File: src/rtl/arg_max_frame.sv
// arg_max_frame: streaming |x|^2 arg-max over frames of complex I/Q samples.
//
// Each accepted sample passes through a three-stage pipeline:
//   S1 squares I and Q, S2 sums and saturates the magnitude, S3 tracks the running
//   maximum and loads the frame result when the frame-end sample arrives.
// A frame ends on the sample at position len_eff-1 or on any sample with s_axis_tlast.
// The effective length is latched from frame_len on the first sample of each frame.
// The whole pipeline stalls while a result is pending and not accepted downstream.
//
// Optional feature macro: ARG_MAX_THRESH_EN adds threshold / peak_flag.
//
// Ports:
//   clk, rst        clock, synchronous active-high reset
//   s_axis_tvalid   input sample valid
//   s_axis_tready   input sample accepted when tvalid & tready
//   xi, xq          signed I / Q samples
//   s_axis_tlast    ends the current frame on this sample
//   frame_len       frame length (0 or > MAX_LENGTH means MAX_LENGTH)
//   m_axis_tvalid   frame result valid
//   m_axis_tready   downstream accepts the result
//   out_max         saturated peak |x|^2 of the frame
//   index           0-based position of the peak (earliest on ties)
//   count           number of samples in the frame
//   peak_flag       out_max > threshold (ARG_MAX_THRESH_EN only)
//   threshold       detection threshold (ARG_MAX_THRESH_EN only)

module arg_max_frame #(
  parameter int unsigned MAX_LENGTH   = 16,
  parameter int unsigned INDEX_BITS   = 4,
  parameter int unsigned DATA_BITS    = 12,
  parameter int unsigned OUT_MAX_BITS = 16
) (
  input  logic                        clk,
  input  logic                        rst,
  input  logic                        s_axis_tvalid,
  output logic                        s_axis_tready,
  input  logic signed [DATA_BITS-1:0] xi,
  input  logic signed [DATA_BITS-1:0] xq,
  input  logic                        s_axis_tlast,
  input  logic [INDEX_BITS:0]         frame_len,
  output logic                        m_axis_tvalid,
  input  logic                        m_axis_tready,
  output logic [OUT_MAX_BITS-1:0]     out_max,
  output logic [INDEX_BITS-1:0]       index,
  output logic [INDEX_BITS:0]         count
`ifdef ARG_MAX_THRESH_EN
  ,
  output logic                        peak_flag,
  input  logic [OUT_MAX_BITS-1:0]     threshold
`endif
);

  localparam int unsigned SUM_W  = 2 * DATA_BITS;
  localparam int unsigned WIDE_W = (SUM_W > OUT_MAX_BITS) ? SUM_W : OUT_MAX_BITS;
  localparam logic [INDEX_BITS:0] MAX_LEN = (INDEX_BITS + 1)'(MAX_LENGTH);
  localparam logic [WIDE_W-1:0]   MAG_CAP = WIDE_W'({OUT_MAX_BITS{1'b1}});

  // Input-side frame tracking
  logic [INDEX_BITS-1:0]   r_pos;
  logic [INDEX_BITS:0]     r_len;

  // S1 registers
  logic                    r_s1_valid;
  logic [SUM_W-1:0]        r_isq;
  logic [SUM_W-1:0]        r_qsq;
  logic [INDEX_BITS-1:0]   r_s1_pos;
  logic                    r_s1_last;

  // S2 registers
  logic                    r_s2_valid;
  logic [OUT_MAX_BITS-1:0] r_mag;
  logic [INDEX_BITS-1:0]   r_s2_pos;
  logic                    r_s2_last;

  // S3 running maximum
  logic [OUT_MAX_BITS-1:0] r_max;
  logic [INDEX_BITS-1:0]   r_max_idx;

  logic                    w_advance;
  logic                    w_accept;
  logic [INDEX_BITS:0]     w_len_eff;
  logic [INDEX_BITS:0]     w_len_cur;
  logic                    w_frame_end;
  logic signed [SUM_W-1:0] w_xi_ext;
  logic signed [SUM_W-1:0] w_xq_ext;
  logic signed [SUM_W-1:0] w_isq;
  logic signed [SUM_W-1:0] w_qsq;
  logic [SUM_W-1:0]        w_sum;
  logic [WIDE_W-1:0]       w_sum_wide;
  logic [OUT_MAX_BITS-1:0] w_mag;
  logic                    w_first;
  logic                    w_take;
  logic [OUT_MAX_BITS-1:0] w_new_max;
  logic [INDEX_BITS-1:0]   w_new_idx;
  logic                    w_load;

  // Any pending result that is not being consumed freezes every stage.
  assign w_advance     = !m_axis_tvalid || m_axis_tready;
  assign s_axis_tready = !rst && w_advance;
  assign w_accept      = s_axis_tvalid && s_axis_tready;

  assign w_len_eff   = (frame_len == '0 || frame_len > MAX_LEN) ? MAX_LEN : frame_len;
  // On the first sample the live frame_len applies; afterwards the latched value.
  assign w_len_cur   = (r_pos == '0) ? w_len_eff : r_len;
  assign w_frame_end = s_axis_tlast || ({1'b0, r_pos} == w_len_cur - (INDEX_BITS + 1)'(1));

  // Squares of DATA_BITS-wide signed values always fit in SUM_W bits.
  assign w_xi_ext = {{DATA_BITS{xi[DATA_BITS-1]}}, xi};
  assign w_xq_ext = {{DATA_BITS{xq[DATA_BITS-1]}}, xq};
  assign w_isq    = w_xi_ext * w_xi_ext;
  assign w_qsq    = w_xq_ext * w_xq_ext;

  assign w_sum      = r_isq + r_qsq;
  assign w_sum_wide = WIDE_W'(w_sum);
  assign w_mag      = (w_sum_wide > MAG_CAP) ? {OUT_MAX_BITS{1'b1}}
                                             : w_sum_wide[OUT_MAX_BITS-1:0];

  // Strict compare keeps the earliest index on ties.
  assign w_first   = (r_s2_pos == '0);
  assign w_take    = w_first || (r_mag > r_max);
  assign w_new_max = w_take ? r_mag : r_max;
  assign w_new_idx = w_take ? r_s2_pos : r_max_idx;
  assign w_load    = r_s2_valid && r_s2_last;

  always_ff @(posedge clk) begin
    if (rst) begin
      r_pos         <= '0;
      r_len         <= '0;
      r_s1_valid    <= 1'b0;
      r_isq         <= '0;
      r_qsq         <= '0;
      r_s1_pos      <= '0;
      r_s1_last     <= 1'b0;
      r_s2_valid    <= 1'b0;
      r_mag         <= '0;
      r_s2_pos      <= '0;
      r_s2_last     <= 1'b0;
      r_max         <= '0;
      r_max_idx     <= '0;
      m_axis_tvalid <= 1'b0;
      out_max       <= '0;
      index         <= '0;
      count         <= '0;
    end else begin
      if (w_accept) begin
        if (r_pos == '0) begin
          r_len <= w_len_eff;
        end
        r_pos <= w_frame_end ? '0 : r_pos + INDEX_BITS'(1);
      end

      if (w_advance) begin
        r_s1_valid <= w_accept;
        r_isq      <= w_isq;
        r_qsq      <= w_qsq;
        r_s1_pos   <= r_pos;
        r_s1_last  <= w_frame_end;

        r_s2_valid <= r_s1_valid;
        r_mag      <= w_mag;
        r_s2_pos   <= r_s1_pos;
        r_s2_last  <= r_s1_last;

        if (r_s2_valid) begin
          r_max     <= w_new_max;
          r_max_idx <= w_new_idx;
        end

        // Advancing means any held result is consumed now, so valid follows the load.
        m_axis_tvalid <= w_load;
        if (w_load) begin
          out_max <= w_new_max;
          index   <= w_new_idx;
          count   <= {1'b0, r_s2_pos} + (INDEX_BITS + 1)'(1);
        end
      end
    end
  end

`ifdef ARG_MAX_THRESH_EN
  always_ff @(posedge clk) begin
    if (rst) begin
      peak_flag <= 1'b0;
    end else if (w_advance && w_load) begin
      peak_flag <= (w_new_max > threshold);
    end
  end
`endif

endmodule

File: config.mk
export PLATFORM = sky130hd
export DESIGN_NAME = arg_max_frame
export DESIGN_NICKNAME = d
export VERILOG_FILES = /design/src/rtl/arg_max_frame.sv
export SDC_FILE = /design/constraint.sdc
export NUM_CORES = 1
export LEC_CHECK = 0
export ABC_AREA = 1
export BUFFER_PORTS_ARGS = -buffer_cell sky130_fd_sc_hd__buf_2
export CELL_PAD_IN_SITES_DETAIL_PLACEMENT = 0
export CELL_PAD_IN_SITES_GLOBAL_PLACEMENT = 1
export CORE_ASPECT_RATIO = 1.75
export CORE_MARGIN = 4
export CORE_UTILIZATION = 50
export CTS_CLUSTER_SIZE = 14
export DETAILED_ROUTE_END_ITERATION = 7
export GPL_ROUTABILITY_DRIVEN = 0
export PLACE_DENSITY = 0.9
export SYNTH_ARGS = -nofsm -noshare
export SYNTH_HDL_FRONTEND = slang
export SYNTH_SLANG_ARGS = --single-unit
File: constraint.sdc
create_clock -name clk -period 18.2 [get_ports clk]
set_input_delay 3.64 -clock clk [delete_from_list [all_inputs] [get_ports clk]]
set_output_delay 3.64 -clock clk [all_outputs]
set_load 0.02 [all_outputs]
After elaboration in Yosys (flattened, before gate mapping)
Index checks and enable logic that the tools add are counted.
- flip-flop bits (word level): 131
- word-level logic and storage cells: 47
- input port bits: 34
- latch bits: 0
- RAM bits: 0
- bits in read-only memories: 0
- memories: 0
- multipliers: 2
- magnitude comparators: 3
- equal/unequal tests: 1
- shifts and indexed selects: 0
- mux-type cells: 6
- add/sub/neg operators: 4
- bitwise logic cells: 0
- reductions and logical operators: 14
- divide/modulo/power cells: 0
- operators by type and width (operator ; number):
    12-bit by 12-bit multiplier with 24-bit output ; 2
    16-bit 2-to-1 mux ; 2
    24-bit adder ; 1
    24-bit by 16-bit greater-than comparator with 1-bit output, second input constant ; 1
    16-bit greater-than comparator ; 1
    5-bit 2-to-1 mux ; 2
    4-bit logical NOT ; 2
    4-bit 2-to-1 mux ; 2
    4-bit by 1-bit adder with 5-bit output, second input constant ; 1
    4-bit by 5-bit == test with 1-bit output ; 1
    5-bit greater-than comparator, second input constant ; 1
    5-bit logical NOT ; 1
    5-bit by 1-bit subtractor with 5-bit output, second input constant ; 1
    4-bit by 1-bit adder with 4-bit output, second input constant ; 1
    1-bit logical OR ; 4
    2-bit AND reduction ; 2
    1-bit logical AND ; 3
    1-bit logical NOT ; 2

Logic depth before layout (Yosys ltp)
Gate-level depths: netlist of run 1.
- depth after elaboration: 8
- depth in mapped cells: 27

Worst setup path after synthesis of run 1
No wires, ideal clock.
- path kind: input-to-reg
- start: input xi[3]
- end: register r_isq[23]
- slack: 9935 ps
- arrival: 8150 ps
- stages on the path: 18
- required time: 18085 ps
- library setup time: 115 ps
- path through: clkbuf_1 > nand2_1 > fa_1 > inv_1 > fa_1 > fa_1 > fa_1 > inv_1 > fa_1 > inv_1 > ha_1 > inv_1 > nor3_1 > nand2_1 > nor3_1 > o21ai_0 > nand3_1 > nand2_1
- longest elaborated chain between the ends: 1
- RTL lines (element ; RTL line ; text):
    start: declaration ; 37 ; input logic signed [DATA_BITS-1:0] xi,
    12-bit by 12-bit multiplier with 24-bit output ; 110 ; assign w_isq = w_xi_ext * w_xi_ext;
    end signal: assignment ; 154 ; r_isq <= w_isq;
    end: declaration ; 64 ; logic [SUM_W-1:0] r_isq;
No other way between the ends.
A chain may end at the register's enable or synchronous reset.

Worst setup path after layout of run 1
- start: input xq[3]
- end: register r_qsq[22]
- longest elaborated chain between the ends: 1
- RTL lines (element ; RTL line ; text):
    start: declaration ; 38 ; input logic signed [DATA_BITS-1:0] xq,
    12-bit by 12-bit multiplier with 24-bit output ; 111 ; assign w_qsq = w_xq_ext * w_xq_ext;
    end signal: assignment ; 155 ; r_qsq <= w_qsq;
    end: declaration ; 65 ; logic [SUM_W-1:0] r_qsq;
No other way between the ends.

==> out/qor_table.md, run 1 <==
| Metric | Reported |
|:---|:---|
| Initial antenna violation count | 0 |
| Die Height | 257 um |
| Routed len/inst | 14.0 um |
| Sinks on the clock net | 129 |
| Source of the worst register-to-register timing path | m_axis_tvalid |
| Total length of routed wires | 40300 um |
| Final HPWL from detailed placement | 33600 um |
| Worst clock skew on the final layout | 0.00747 ns |
| Clock buffer depth | 2 |
| Number of library cell types mapped by synthesis | 42 |
| Clock-pin transition on the worst setup and hold timing paths | 0.06 ns |
| Die Outline Area | 0.0385 sq mm |
| Most area-consuming cells after synthesis | sky130_fd_sc_hd__fa_1, sky130_fd_sc_hd__dfxtp_1, sky130_fd_sc_hd__inv_1, sky130_fd_sc_hd__ha_1, sky130_fd_sc_hd__nand2_1 |
| Proportion of netlist area held by the largest area contributor | 28.2% |
| Required time of the critical path | 18.53 ns |
| Post-synth net total | 2830 |
| RSZ-0062 raised after global routing | false |
| Worst Path Max Fanout | 13 |
| Detailed-route vias per instance | 4.99 |
| Floorplan row count | 90 |
| Largest net degree at the start of global routing | 56 |
| First-pass GRT wire length | 69600 um |
| Total Neg Setup Slack | 0 ns |
| H-tree Lvls | 4 |
| Layer with the highest usage after global routing | met2 |
| Area of the core region | 0.0347 sq mm |
| Leading cell types in the layout, fill and taps excluded | sky130_fd_sc_hd__inv_1, sky130_fd_sc_hd__nand2_1, sky130_fd_sc_hd__fa_1 |
| Number of placed I/O pins | 61 |
| PostCTS Resize Cnt | 0 |
| Number of clock buffers inserted by TritonCTS | 17 |
| Number of flops mapped to enable cells by yosys | 0 |
| Die X | 150 um |
| Capture point of the worst path | r_qsq[22] |
| Insertion delay of the later-clocked pin in the worst-skew pair | 0.43 ns |
| Hold Fails Final Rpt | 0 |
| Peak supply drop | 0.000134 V |
| Pleak | 0.0108 uW |
| Diode insertion count for antenna repair | 0 |
| Setup fix buffers added after clock tree synthesis | 0 |
| Worst Path Class, Setup | in2reg |
| Fraction of final layout cells with drive strength greater than 1 | 6.76% |
| Number of instances in the synthesized netlist | 2393 |
| Met1 GRT Util | 22.4% |
| Number of iterations in the first detailed-routing pass | 5 |
| Most frequently used flop master after synthesis | sky130_fd_sc_hd__dfxtp_1 |
| CP arrival | 8.92 ns |
| Number of max-slew violations in the final report | 0 |
| Tmin final | 8.59 ns |
| Number of input and output port buffers inserted | 60 |
| Outcome | completed |
| Initial core utilization | 50.9% |
| Endpoint kind of the worst setup timing path | flip-flop |
| Number of nets in the layout | 2850 |
| Global-route track usage on met3 | 1.78% |
| Placed Area | 0.0183 sq mm |
| Commonest non-fill, non-tap cell in the layout | sky130_fd_sc_hd__inv_1 |
| CTS hold repair buffers | 0 |
| Timing startpoint of the critical path | xq[3] |
| Number of cells on the worst reg-to-reg path | 9 |
| Sum of overflow across all layers after global routing | 0 |
| Async S/R FF share, synth | 0% |
| TritonCTS clock tree | done |
| Register bit count reported by yosys | 129 |
| Power Density | 188 mW/mm^2 |
| Max-cap violations | 0 |
| Headroom to the max-slew limit | 26.1% |
| Pre-CTS setup slack | 9.18 ns |
| Count of routing violations after the opening detailed-route iteration | 508 |
| Achievable Freq | 0.116 GHz |
| Number of global-route vias before repair | 15200 |
| Setup slack of the worst register-to-register path | 15.36 ns |
| Setup violation total in the final timing report | 0 |
| Growth of design area from synthesis to finish | 6.96% |
| Via count | 14400 |
| CTS root buf | sky130_fd_sc_hd__clkbuf_16 |
| Met2 track demand over resource in global routing | 45.1% |
| Total global routing track utilization | 22.1% |
| Reg-to-reg endpoint | count[4] |
| Post-route setup slack | 9.61 ns |
| Area of all placed cells without fillers | 0.0189 sq mm |
| Portion of the post-synthesis area used by sequential elements | 14.6% |
| Biggest area consumer among synthesized cells | sky130_fd_sc_hd__fa_1 |
| Min-Delay Path Class | reg2reg |
| Synthesis Warnings | 0 |
| Post-route ant nets | 0 |
| Syn_area_per_cell | 7.38 sq um |
| Combined area of all synthesized cells | 0.0177 sq mm |
| DRC violations left | 0 |
| Cells on Worst Hold Path | 2 |
| Crit path launch type | input pin |
| Final worst path period share | 47.2% |
| Actual transition at the worst max-transition pin | 1.11 ns |
[stage by stage]
stage	instances	hold WS [ns]	utilization, %	total power [uW]
finish	2886	0.459	54.5	3560
global route	2886	0.496	54.5	4040
CTS	2886	0.469	54.5	3590
detailed placement	2854	0.453	52.8	3250
global placement	2854	0.447	52.8	3200
floorplan	2393	0.430	-	2580
[area by class of cell]
cell class	count	area [sq um]
Clock buffer	24	462
Clock inverter	8	106
Fill cell	3398	15800
Inverter	642	2410
Multi-Input combinational cell	1556	12400
Sequential cell	129	2580
Tap cell	460	576
Timing Repair Buffer	67	353
[cells in the mapped netlist (16+ instances only)]
| cell | n |
|---|---|
| sky130_fd_sc_hd__xnor2_1 | 16 |
| sky130_fd_sc_hd__dfxtp_1 | 129 |
| sky130_fd_sc_hd__inv_1 | 626 |
| sky130_fd_sc_hd__o21ai_0 | 76 |
| sky130_fd_sc_hd__xor2_1 | 33 |
| sky130_fd_sc_hd__a21oi_1 | 85 |
| sky130_fd_sc_hd__nand2_1 | 495 |
| sky130_fd_sc_hd__clkbuf_1 | 58 |
| sky130_fd_sc_hd__ha_1 | 154 |
| sky130_fd_sc_hd__nor2_1 | 169 |
| sky130_fd_sc_hd__nand4_1 | 17 |
| sky130_fd_sc_hd__nand2_2 | 16 |
| sky130_fd_sc_hd__fa_1 | 249 |
| sky130_fd_sc_hd__nand3_1 | 122 |
[critical path: stages]
cell and delay (ns):
sky130_fd_sc_hd__buf_2 0.29, sky130_fd_sc_hd__nand2_1 0.21, sky130_fd_sc_hd__fa_1 0.60, sky130_fd_sc_hd__inv_1 0.12, sky130_fd_sc_hd__fa_1 0.59, sky130_fd_sc_hd__fa_1 0.57
sky130_fd_sc_hd__inv_1 0.05, sky130_fd_sc_hd__fa_1 0.45, sky130_fd_sc_hd__fa_1 0.49, sky130_fd_sc_hd__inv_1 0.04, sky130_fd_sc_hd__ha_1 0.34, sky130_fd_sc_hd__inv_1 0.09
sky130_fd_sc_hd__nor3_1 0.36, sky130_fd_sc_hd__nor3b_1 0.38, sky130_fd_sc_hd__nand3_1 0.16, sky130_fd_sc_hd__nand3_1 0.20, sky130_fd_sc_hd__nand2_1 0.08, sky130_fd_sc_hd__inv_1 0.05
sky130_fd_sc_hd__o21ai_0 0.06, sky130_fd_sc_hd__nand2_1 0.09, sky130_fd_sc_hd__inv_1 0.04
[logic make-up (layout without fill, tap and decap cells)]
kind of cell / Yosys count / count (layout) / share of synthesized area (%)
and+or+nand+nor: 880 / 880 / 21.4
adders and majority gates: 403 / 403 / 39.1
xor gates and xnor gates: 49 / 49 / 2.43
buffers and inverters: 708 / 741 / 15.2
DFF: 129 / 129 / 14.6
AOI/OAI and AO/OA: 224 / 224 / 7.25
[how the worst min path moves through the flow]
| stage | slack (ns) | endpoint | start |
|---|---|---|---|
| final | 0.46 | r_qsq[20] | r_qsq[20] |
| after global routing | 0.50 | r_qsq[20] | r_qsq[20] |
| after CTS | 0.47 | r_qsq[20] | r_qsq[20] |
| after detailed placement | 0.45 | r_qsq[20] | r_qsq[20] |
| after global placement | 0.45 | r_qsq[6] | r_qsq[6] |
| after floorplan | 0.43 | r_qsq[13] | r_qsq[13] |
[where the power goes]
group | switching [uW] | leakage [uW] | internal (uW)
clock | 126 | 0.000269 | 205
combinational | 1790 | 0.00946 | 1060
sequential | 37.1 | 0.00106 | 346
total | 1950 | 0.0108 | 1610
[flip-flops by register name, indices dropped and copies added, names as in the netlist]
name           count
r_s1_last          1
r_mag             16
r_s2_pos           4
r_len              5
r_qsq             23
r_s1_pos           4
r_max_idx          4
r_max             16
out_max           16
index              4
r_s2_last          1
m_axis_tvalid      1
r_s1_valid         1
r_pos              4
count              5
r_s2_valid         1
r_isq             23
[per-layer routing]
layer	up-vias	part of all wire [%]
met3	94	2.2
met1	6866	36
met2	238	59
met4	0	3.6
li1	7195	-
met5	-	0
Power figures use the tool's default switching activity.
==> inputs of run 2 (changes only) <==
Settings changed: CORE_UTILIZATION 50 to 48, PLACE_DENSITY 0.9 to 0.87.
Clock period 18.2 ns to 8.7 ns, I/O delays scaled along.
==> run 2 against run 1 <==
Die area increased by 4.0%. Final cell count increased by 0.35%. Setup slack lost 7.6 ns. Highest routed layer unchanged.
==> out/qor_table.md, run 2 (synthesis results as in run 1) <==
| Metric | Reported | vs previous |
|:---|:---|:---|
| Actual transition at the worst max-transition pin | 1.09 ns | was 1.11 ns |
| Hold Fails Final Rpt | 0 | unchanged |
| Required time of the critical path | 9.03 ns | was 18.53 ns |
| Insertion delay of the later-clocked pin in the worst-skew pair | 0.43 ns | about the same |
| First-pass GRT wire length | 70800 um | was 69600 um |
| WHS | 0.471 ns | was 0.459 ns |
| Diode insertion count for antenna repair | 0 | unchanged |
| Count of fill cells added during filler insertion | 3573 | was 3398 |
| Number of clock buffers inserted by TritonCTS | 17 | unchanged |
| Power Density | 395 mW/mm^2 | was 188 mW/mm^2 |
| Worst Path Class, Setup | in2reg | unchanged |
| Max-cap violations | 0 | unchanged |
| Crit path launch type | input pin | unchanged |
| Tmin final | 6.68 ns |  |
| CP arrival | 7.01 ns | was 8.92 ns |
| Min-Delay Path Class | reg2reg | unchanged |
| Outcome | completed | unchanged |
| Regs by FF count | r_isq x23, r_qsq x23 | unchanged |
| Worst Path Max Fanout | 13 | unchanged |
| Count of routing violations after the opening detailed-route iteration | 557 | was 508 |
| Pleak | 0.0108 uW | about the same |
| Number of iterations in the first detailed-routing pass | 5 | unchanged |
| Headroom to the max-slew limit | 27.1% | was 26.1% |
| Clock buffer depth | 2 | unchanged |
| Layer with the highest usage after global routing | met2 | unchanged |
| Final HPWL from detailed placement | 34500 um | was 33600 um |
| Detailed-route vias per instance | 4.98 | was 4.99 |
| CTS root buf | sky130_fd_sc_hd__clkbuf_16 | unchanged |
| Placed Area | 0.0183 sq mm | about the same |
| Sinks on the clock net | 129 | unchanged |
| Final worst path period share | 76.8% |  |
| Number of placed I/O pins | 61 | unchanged |
| RSZ-0062 raised after global routing | false | unchanged |
| Leading cell types in the layout, fill and taps excluded | sky130_fd_sc_hd__inv_1, sky130_fd_sc_hd__nand2_1, sky130_fd_sc_hd__fa_1 | unchanged |
| TritonCTS clock tree | done | unchanged |
| Setup fix buffers added after clock tree synthesis | 0 | unchanged |
| Achievable Freq | 0.150 GHz |  |
| Via count | 14400 | about the same |
| Number of max-slew violations in the final report | 0 | unchanged |
| Setup violation total in the final timing report | 0 | unchanged |
| DRC violations left | 0 | unchanged |
| Number of input and output port buffers inserted | 60 | unchanged |
| Largest net degree at the start of global routing | 56 | unchanged |
| H-tree Lvls | 4 | unchanged |
| Initial core utilization | 48.9% | was 50.9% |
| Commonest non-fill, non-tap cell in the layout | sky130_fd_sc_hd__inv_1 | unchanged |
| Clock-pin transition on the worst setup and hold timing paths | 0.06 ns | about the same |
| CTS hold repair buffers | 0 | unchanged |
| PostCTS Resize Cnt | 0 | unchanged |
| Total chip power | 7490 uW | was 3560 uW |
| Routed len/inst | 14.3 um | was 14.0 um |
| Total length of routed wires | 41500 um | was 40300 um |
| Global-route track usage on met3 | 1.76% | was 1.78% |
| Area of all placed cells without fillers | 0.0189 sq mm | about the same |
| Area of the core region | 0.0361 sq mm | was 0.0347 sq mm |
| Worst clock skew on the final layout | 0.0114 ns | was 0.00747 ns |
| Total global routing track utilization | 21.5% | was 22.1% |
| Post-route ant nets | 0 | unchanged |
| Met2 track demand over resource in global routing | 45.1% | about the same |
| Total instance count after detailed placement | 2865 | was 2854 |
| Die Height | 262 um | was 257 um |
| Number of global-route vias before repair | 15400 | was 15200 |
| Sum of overflow across all layers after global routing | 0 | unchanged |
| Floorplan row count | 92 | was 90 |
| Die Outline Area | 0.0401 sq mm | was 0.0385 sq mm |
| Growth of design area from synthesis to finish | 7.23% | was 6.96% |
| Met1 GRT Util | 20.9% | was 22.4% |
| Number of nets in the layout | 2851 | was 2850 |
| Total Neg Setup Slack | 0 ns | unchanged |
| Die X | 153 um | was 150 um |
| Endpoint kind of the worst setup timing path | flip-flop | unchanged |
| Final Non-Filler Cells | 2896 | was 2886 |
| Fraction of final layout cells with drive strength greater than 1 | 6.84% | was 6.76% |
| Peak supply drop | 0.000218 V | was 0.000134 V |
| Initial antenna violation count | 0 | unchanged |
==> run 2: cell count changes in the layout (fill, tap and decap cells not counted), sizes merged <==
cell      before  now
buf           67   68
bufinv         2    3
clkbuf        24   23
clkinv         6    5
clkinvlp       2    1
inv          640  641
==> run 2: area by class of cell <==
class | count | area (sq um) | area share [%]
multi-input combinational | 1556 | 12400 | 65.5
sequential | 129 | 2580 | 13.6
inverter | 642 | 2410 | 12.7
tap | 470 | 588 | 3.10
clock buffer | 23 | 468 | 2.47
timing repair buffer | 68 | 360 | 1.90
clock inverter | 8 | 129 | 0.680
==> run 2: through the flow <==
| step | setup WS, ns | utilization (%) |
|---|---|---|
| after global routing | 1.63 | 52.4 |
| after global placement | 1.61 | 50.8 |
| after CTS | 2.07 | 52.4 |
| after detailed placement | 1.63 | 50.8 |
| after floorplan | 2.33 | - |
| final | 2.02 | 52.4 |
==> run 2: power breakdown <==
part	internal (uW)	switching (uW)	total [uW]
Sequential	724	81.2	806
Clock	465	265	730
Combinational	2220	3730	5950
Total	3410	4080	7490
==> run 2: worst paths after layout <==
| check | startpoint | endpoint | slack [ns] | cells after the start |
|---|---|---|---|---|
| setup / recovery | xq[3] | r_qsq[22] | 2.02 | 21 |
| hold / removal | r_isq[23] | r_isq[23] | 0.47 | 2 |
| setup reg to reg | m_axis_tvalid | m_axis_tvalid | 5.71 | 9 |
| hold reg to reg | r_isq[23] | r_isq[23] | 0.47 | 2 |
==> run 2: per-layer routing <==
metal / routed length [um] / vias up
met2: 24400 / 243
met5: 0 / -
met1: 14700 / 6888
met4: 1630 / 0
met3: 870 / 88
li1: - / 7199
==> run 2: worst max-delay path, cell delays in order <==
cell and delay (ns):
sky130_fd_sc_hd__buf_2 0.29, sky130_fd_sc_hd__nand2_1 0.19, sky130_fd_sc_hd__fa_1 0.63, sky130_fd_sc_hd__inv_1 0.14, sky130_fd_sc_hd__fa_1 0.59, sky130_fd_sc_hd__fa_1 0.57, sky130_fd_sc_hd__inv_1 0.05, sky130_fd_sc_hd__fa_1 0.44
sky130_fd_sc_hd__fa_1 0.50, sky130_fd_sc_hd__inv_1 0.05, sky130_fd_sc_hd__ha_1 0.34, sky130_fd_sc_hd__inv_1 0.09, sky130_fd_sc_hd__nor3_1 0.36, sky130_fd_sc_hd__nor3b_1 0.37, sky130_fd_sc_hd__nand3_1 0.15, sky130_fd_sc_hd__nand3_1 0.20
sky130_fd_sc_hd__nand2_1 0.07, sky130_fd_sc_hd__inv_1 0.05, sky130_fd_sc_hd__o21ai_0 0.07, sky130_fd_sc_hd__nand2_1 0.09, sky130_fd_sc_hd__inv_1 0.04
==> inputs of run 3 (changes only) <==
Settings changed: CORE_UTILIZATION 48 to 44, PLACE_DENSITY 0.87 to 0.84.
Clock period 8.7 ns to 5.73 ns, I/O delays scaled along.
==> run 3 against run 2 <==
Worst hold slack lost 0.0062 ns. Combinational power grew 76%. Final cell count grew 5.3%. Power grew 69%. Highest routed layer unchanged. Critical path depth is the same. Core utilization shrank 1.7 points.
==> out/qor_table.md, run 3 (synthesis results as in run 1) <==
| Metric | Reported | vs previous |
|:---|:---|:---|
| Power Density | 634 mW/mm^2 | was 395 mW/mm^2 |
| Hold Fails Final Rpt | 0 | unchanged |
| Initial core utilization | 44.8% | was 48.9% |
| Initial antenna violation count | 0 | unchanged |
| Final HPWL from detailed placement | 35300 um | was 34500 um |
| Part of the power in registers | 9.6% | was 10.8% |
| Wl on met1 | 15000 um | was 14700 um |
| Sinks on the clock net | 129 | unchanged |
| Die Height | 273 um | was 262 um |
| Sum of overflow across all layers after global routing | 0 | unchanged |
| Number of cells on the worst reg-to-reg path | 12 | was 9 |
| Number of iterations in the first detailed-routing pass | 5 | unchanged |
| Reg-to-reg endpoint | out_max[1] | was m_axis_tvalid |
| Headroom to the max-slew limit | 27.3% | was 27.1% |
| Peak supply drop | 0.000379 V | was 0.000218 V |
| Crit path launch type | input pin | unchanged |
| Die X | 159 um | was 153 um |
| Met3 wire len | 748 um | was 870 um |
| Insertion delay of the later-clocked pin in the worst-skew pair | 0.43 ns | about the same |
| Worst clock skew on the final layout | 0.00870 ns | was 0.0114 ns |
| Switching portion of total power | 50.7% | was 54.5% |
| Total global routing track utilization | 19.7% | was 21.5% |
| Final worst path period share | 95.3% |  |
| H-tree Lvls | 4 | unchanged |
| Clock buffer depth | 2 | unchanged |
| Actual transition at the worst max-transition pin | 1.09 ns | about the same |
| Growth of design area from synthesis to finish | 13.1% | was 7.23% |
| Routed len/inst | 13.6 um | was 14.3 um |
| Detailed-route vias per instance | 4.85 | was 4.98 |
| Switching power | 6430 uW | was 4080 uW |
| Commonest non-fill, non-tap cell in the layout | sky130_fd_sc_hd__inv_1 | unchanged |
| Tmin final | 5.46 ns |  |
| Post-route setup slack | 0.272 ns | was 2.02 ns |
| Total Neg Setup Slack | 0 ns | unchanged |
| Endpoint kind of the worst setup timing path | flip-flop | unchanged |
| Internal portion of total power | 6250 uW | was 3410 uW |
| Number of placed I/O pins | 61 | unchanged |
| Floorplan row count | 96 | was 92 |
| Post-route ant nets | 0 | unchanged |
| Number of clock buffers inserted by TritonCTS | 17 | unchanged |
| Count of routing violations after the opening detailed-route iteration | 539 | was 557 |
| Area of all placed cells without fillers | 0.0200 sq mm | was 0.0189 sq mm |
| Setup violation total in the final timing report | 0 | unchanged |
| Worst Path Max Fanout | 13 | unchanged |
| Setup slack of the worst register-to-register path | 3.03 ns | was 5.71 ns |
| Achievable Freq | 0.183 GHz |  |
| Total instance count after detailed placement | 3018 | was 2865 |
| Uppermost routed layer | met4 | unchanged |
| Max-cap violations | 0 | unchanged |
| Proportion of power drawn by the clock network | 7.8% | was 9.8% |
| Timing startpoint of the critical path | xi[5] | was xq[3] |
| Worst Path Class, Setup | in2reg | unchanged |
| Outcome | completed | unchanged |
| Leading cell types in the layout, fill and taps excluded | sky130_fd_sc_hd__inv_1, sky130_fd_sc_hd__nand2_1, sky130_fd_sc_hd__fa_1 | unchanged |
| Pre-CTS setup slack | -0.165 ns | was 1.63 ns |
| Clock-pin transition on the worst setup and hold timing paths | 0.06 ns | about the same |
| Number of global-route vias before repair | 15800 | was 15400 |
| CTS hold repair buffers | 0 | unchanged |
| Area of the core region | 0.0394 sq mm | was 0.0361 sq mm |
| Fraction of final layout cells with drive strength greater than 1 | 11.8% | was 6.84% |
| Pleak | 0.0114 uW | was 0.0108 uW |
| Regs by FF count | r_isq x23, r_qsq x23 | unchanged |
| Via count | 14800 | was 14400 |
| Largest net degree at the start of global routing | 50 | was 56 |
| DRC violations left | 0 | unchanged |
| Required time of the critical path | 6.06 ns | was 9.03 ns |
| CP arrival | 5.79 ns | was 7.01 ns |
| WHS | 0.464 ns | was 0.471 ns |
| Portion of total power attributed to combinational logic | 82.5% | was 79.5% |
| CTS root buf | sky130_fd_sc_hd__clkbuf_16 | unchanged |
| Number of input and output port buffers inserted | 60 | unchanged |
| Capture point of the worst path | r_isq[20] | was r_qsq[22] |
| TritonCTS clock tree | done | unchanged |
| Diode insertion count for antenna repair | 0 | unchanged |
| RSZ-0062 raised after global routing | false | unchanged |
| Placed Area | 0.0194 sq mm | was 0.0183 sq mm |
| Source of the worst register-to-register timing path | r_max[15] | was m_axis_tvalid |
| Min-Delay Path Class | reg2reg | unchanged |
| Final Non-Filler Cells | 3049 | was 2896 |
| First-pass GRT wire length | 71200 um | was 70800 um |
| Die Outline Area | 0.0435 sq mm | was 0.0401 sq mm |
| Total length of routed wires | 41500 um | about the same |
| Number of max-slew violations in the final report | 0 | unchanged |
| Number of nets in the layout | 2984 | was 2851 |
| Met2 Wirelength | 24000 um | was 24400 um |
## run 3: changes by cell type in the layout (fill, tap and decap cells not counted), sizes merged
cell      previous run  this run
clkbuf              23        24
clkinvlp             1         4
clkinv               5         4
bufinv               3         0
buf                 68       201
## run 3: area by class of cell
class                   count  area, sq um
clock inverters             7         52.6
flip-flops and latches    129         2580
inverters                 642         2410
clock buffers              24          492
multi-input cells        1556        12400
repair buffers            201         1420
well taps                 490          613
fillers                  3901        19400
## run 3: worst min-delay path by stage
stage / start / to / slack (ns) / depth (start not counted)
after floorplan: r_qsq[13] / r_qsq[13] / 0.43 / 2
after global placement: r_qsq[6] / r_qsq[6] / 0.45 / 2
after detailed placement: r_qsq[6] / r_qsq[6] / 0.46 / 2
after CTS: count[4] / count[4] / 0.47 / 2
after global routing: r_qsq[20] / r_qsq[20] / 0.49 / 2
final: r_isq[20] / r_isq[20] / 0.46 / 2
## run 3: layer usage
| metal | up-vias | GRT usage, % |
|---|---|---|
| met2 | 209 | 41.2 |
| li1 | 7462 | - |
| met5 | - | 0 |
| met4 | 0 | 8.50 |
| met3 | 101 | 1.61 |
| met1 | 7026 | 19.1 |
## run 3: per-stage QoR
stage / total power (uW) / util, %
after global placement: 11600 / 49.3
final: 12700 / 50.7
after floorplan: 8180 / -
after global routing: 14300 / 50.7
after detailed placement: 11700 / 49.3
after CTS: 12800 / 50.7
## run 3: power groups by stage
stage	clock [uW]	combinational (uW)	sequential, uW
detailed placement	0	10500	1240
global route	1050	12000	1230
finish	995	10500	1220
CTS	1020	10600	1220
global placement	0	10300	1240
floorplan	0	7000	1180
## run 3: timing repair
item,in CTS,in global routing
setup endpoints to repair,0,1
resized for setup,0,2
setup buffers,0,0
## run 3: critical path, stage by stage
cell and delay [ns]:
sky130_fd_sc_hd__buf_2 0.28, sky130_fd_sc_hd__nand2_1 0.11, sky130_fd_sc_hd__inv_1 0.10, sky130_fd_sc_hd__ha_1 0.24
sky130_fd_sc_hd__xnor2_1 0.15, sky130_fd_sc_hd__fa_1 0.44, sky130_fd_sc_hd__fa_1 0.50, sky130_fd_sc_hd__inv_1 0.06
sky130_fd_sc_hd__fa_1 0.54, sky130_fd_sc_hd__inv_1 0.06, sky130_fd_sc_hd__fa_1 0.54, sky130_fd_sc_hd__inv_1 0.04
sky130_fd_sc_hd__ha_1 0.35, sky130_fd_sc_hd__a21o_1 0.20, sky130_fd_sc_hd__nor2_1 0.22, sky130_fd_sc_hd__o21ai_0 0.17
sky130_fd_sc_hd__nand3_1 0.10, sky130_fd_sc_hd__nand2_1 0.09, sky130_fd_sc_hd__o21ai_0 0.25, sky130_fd_sc_hd__buf_4 0.16
sky130_fd_sc_hd__nand2_1 0.04
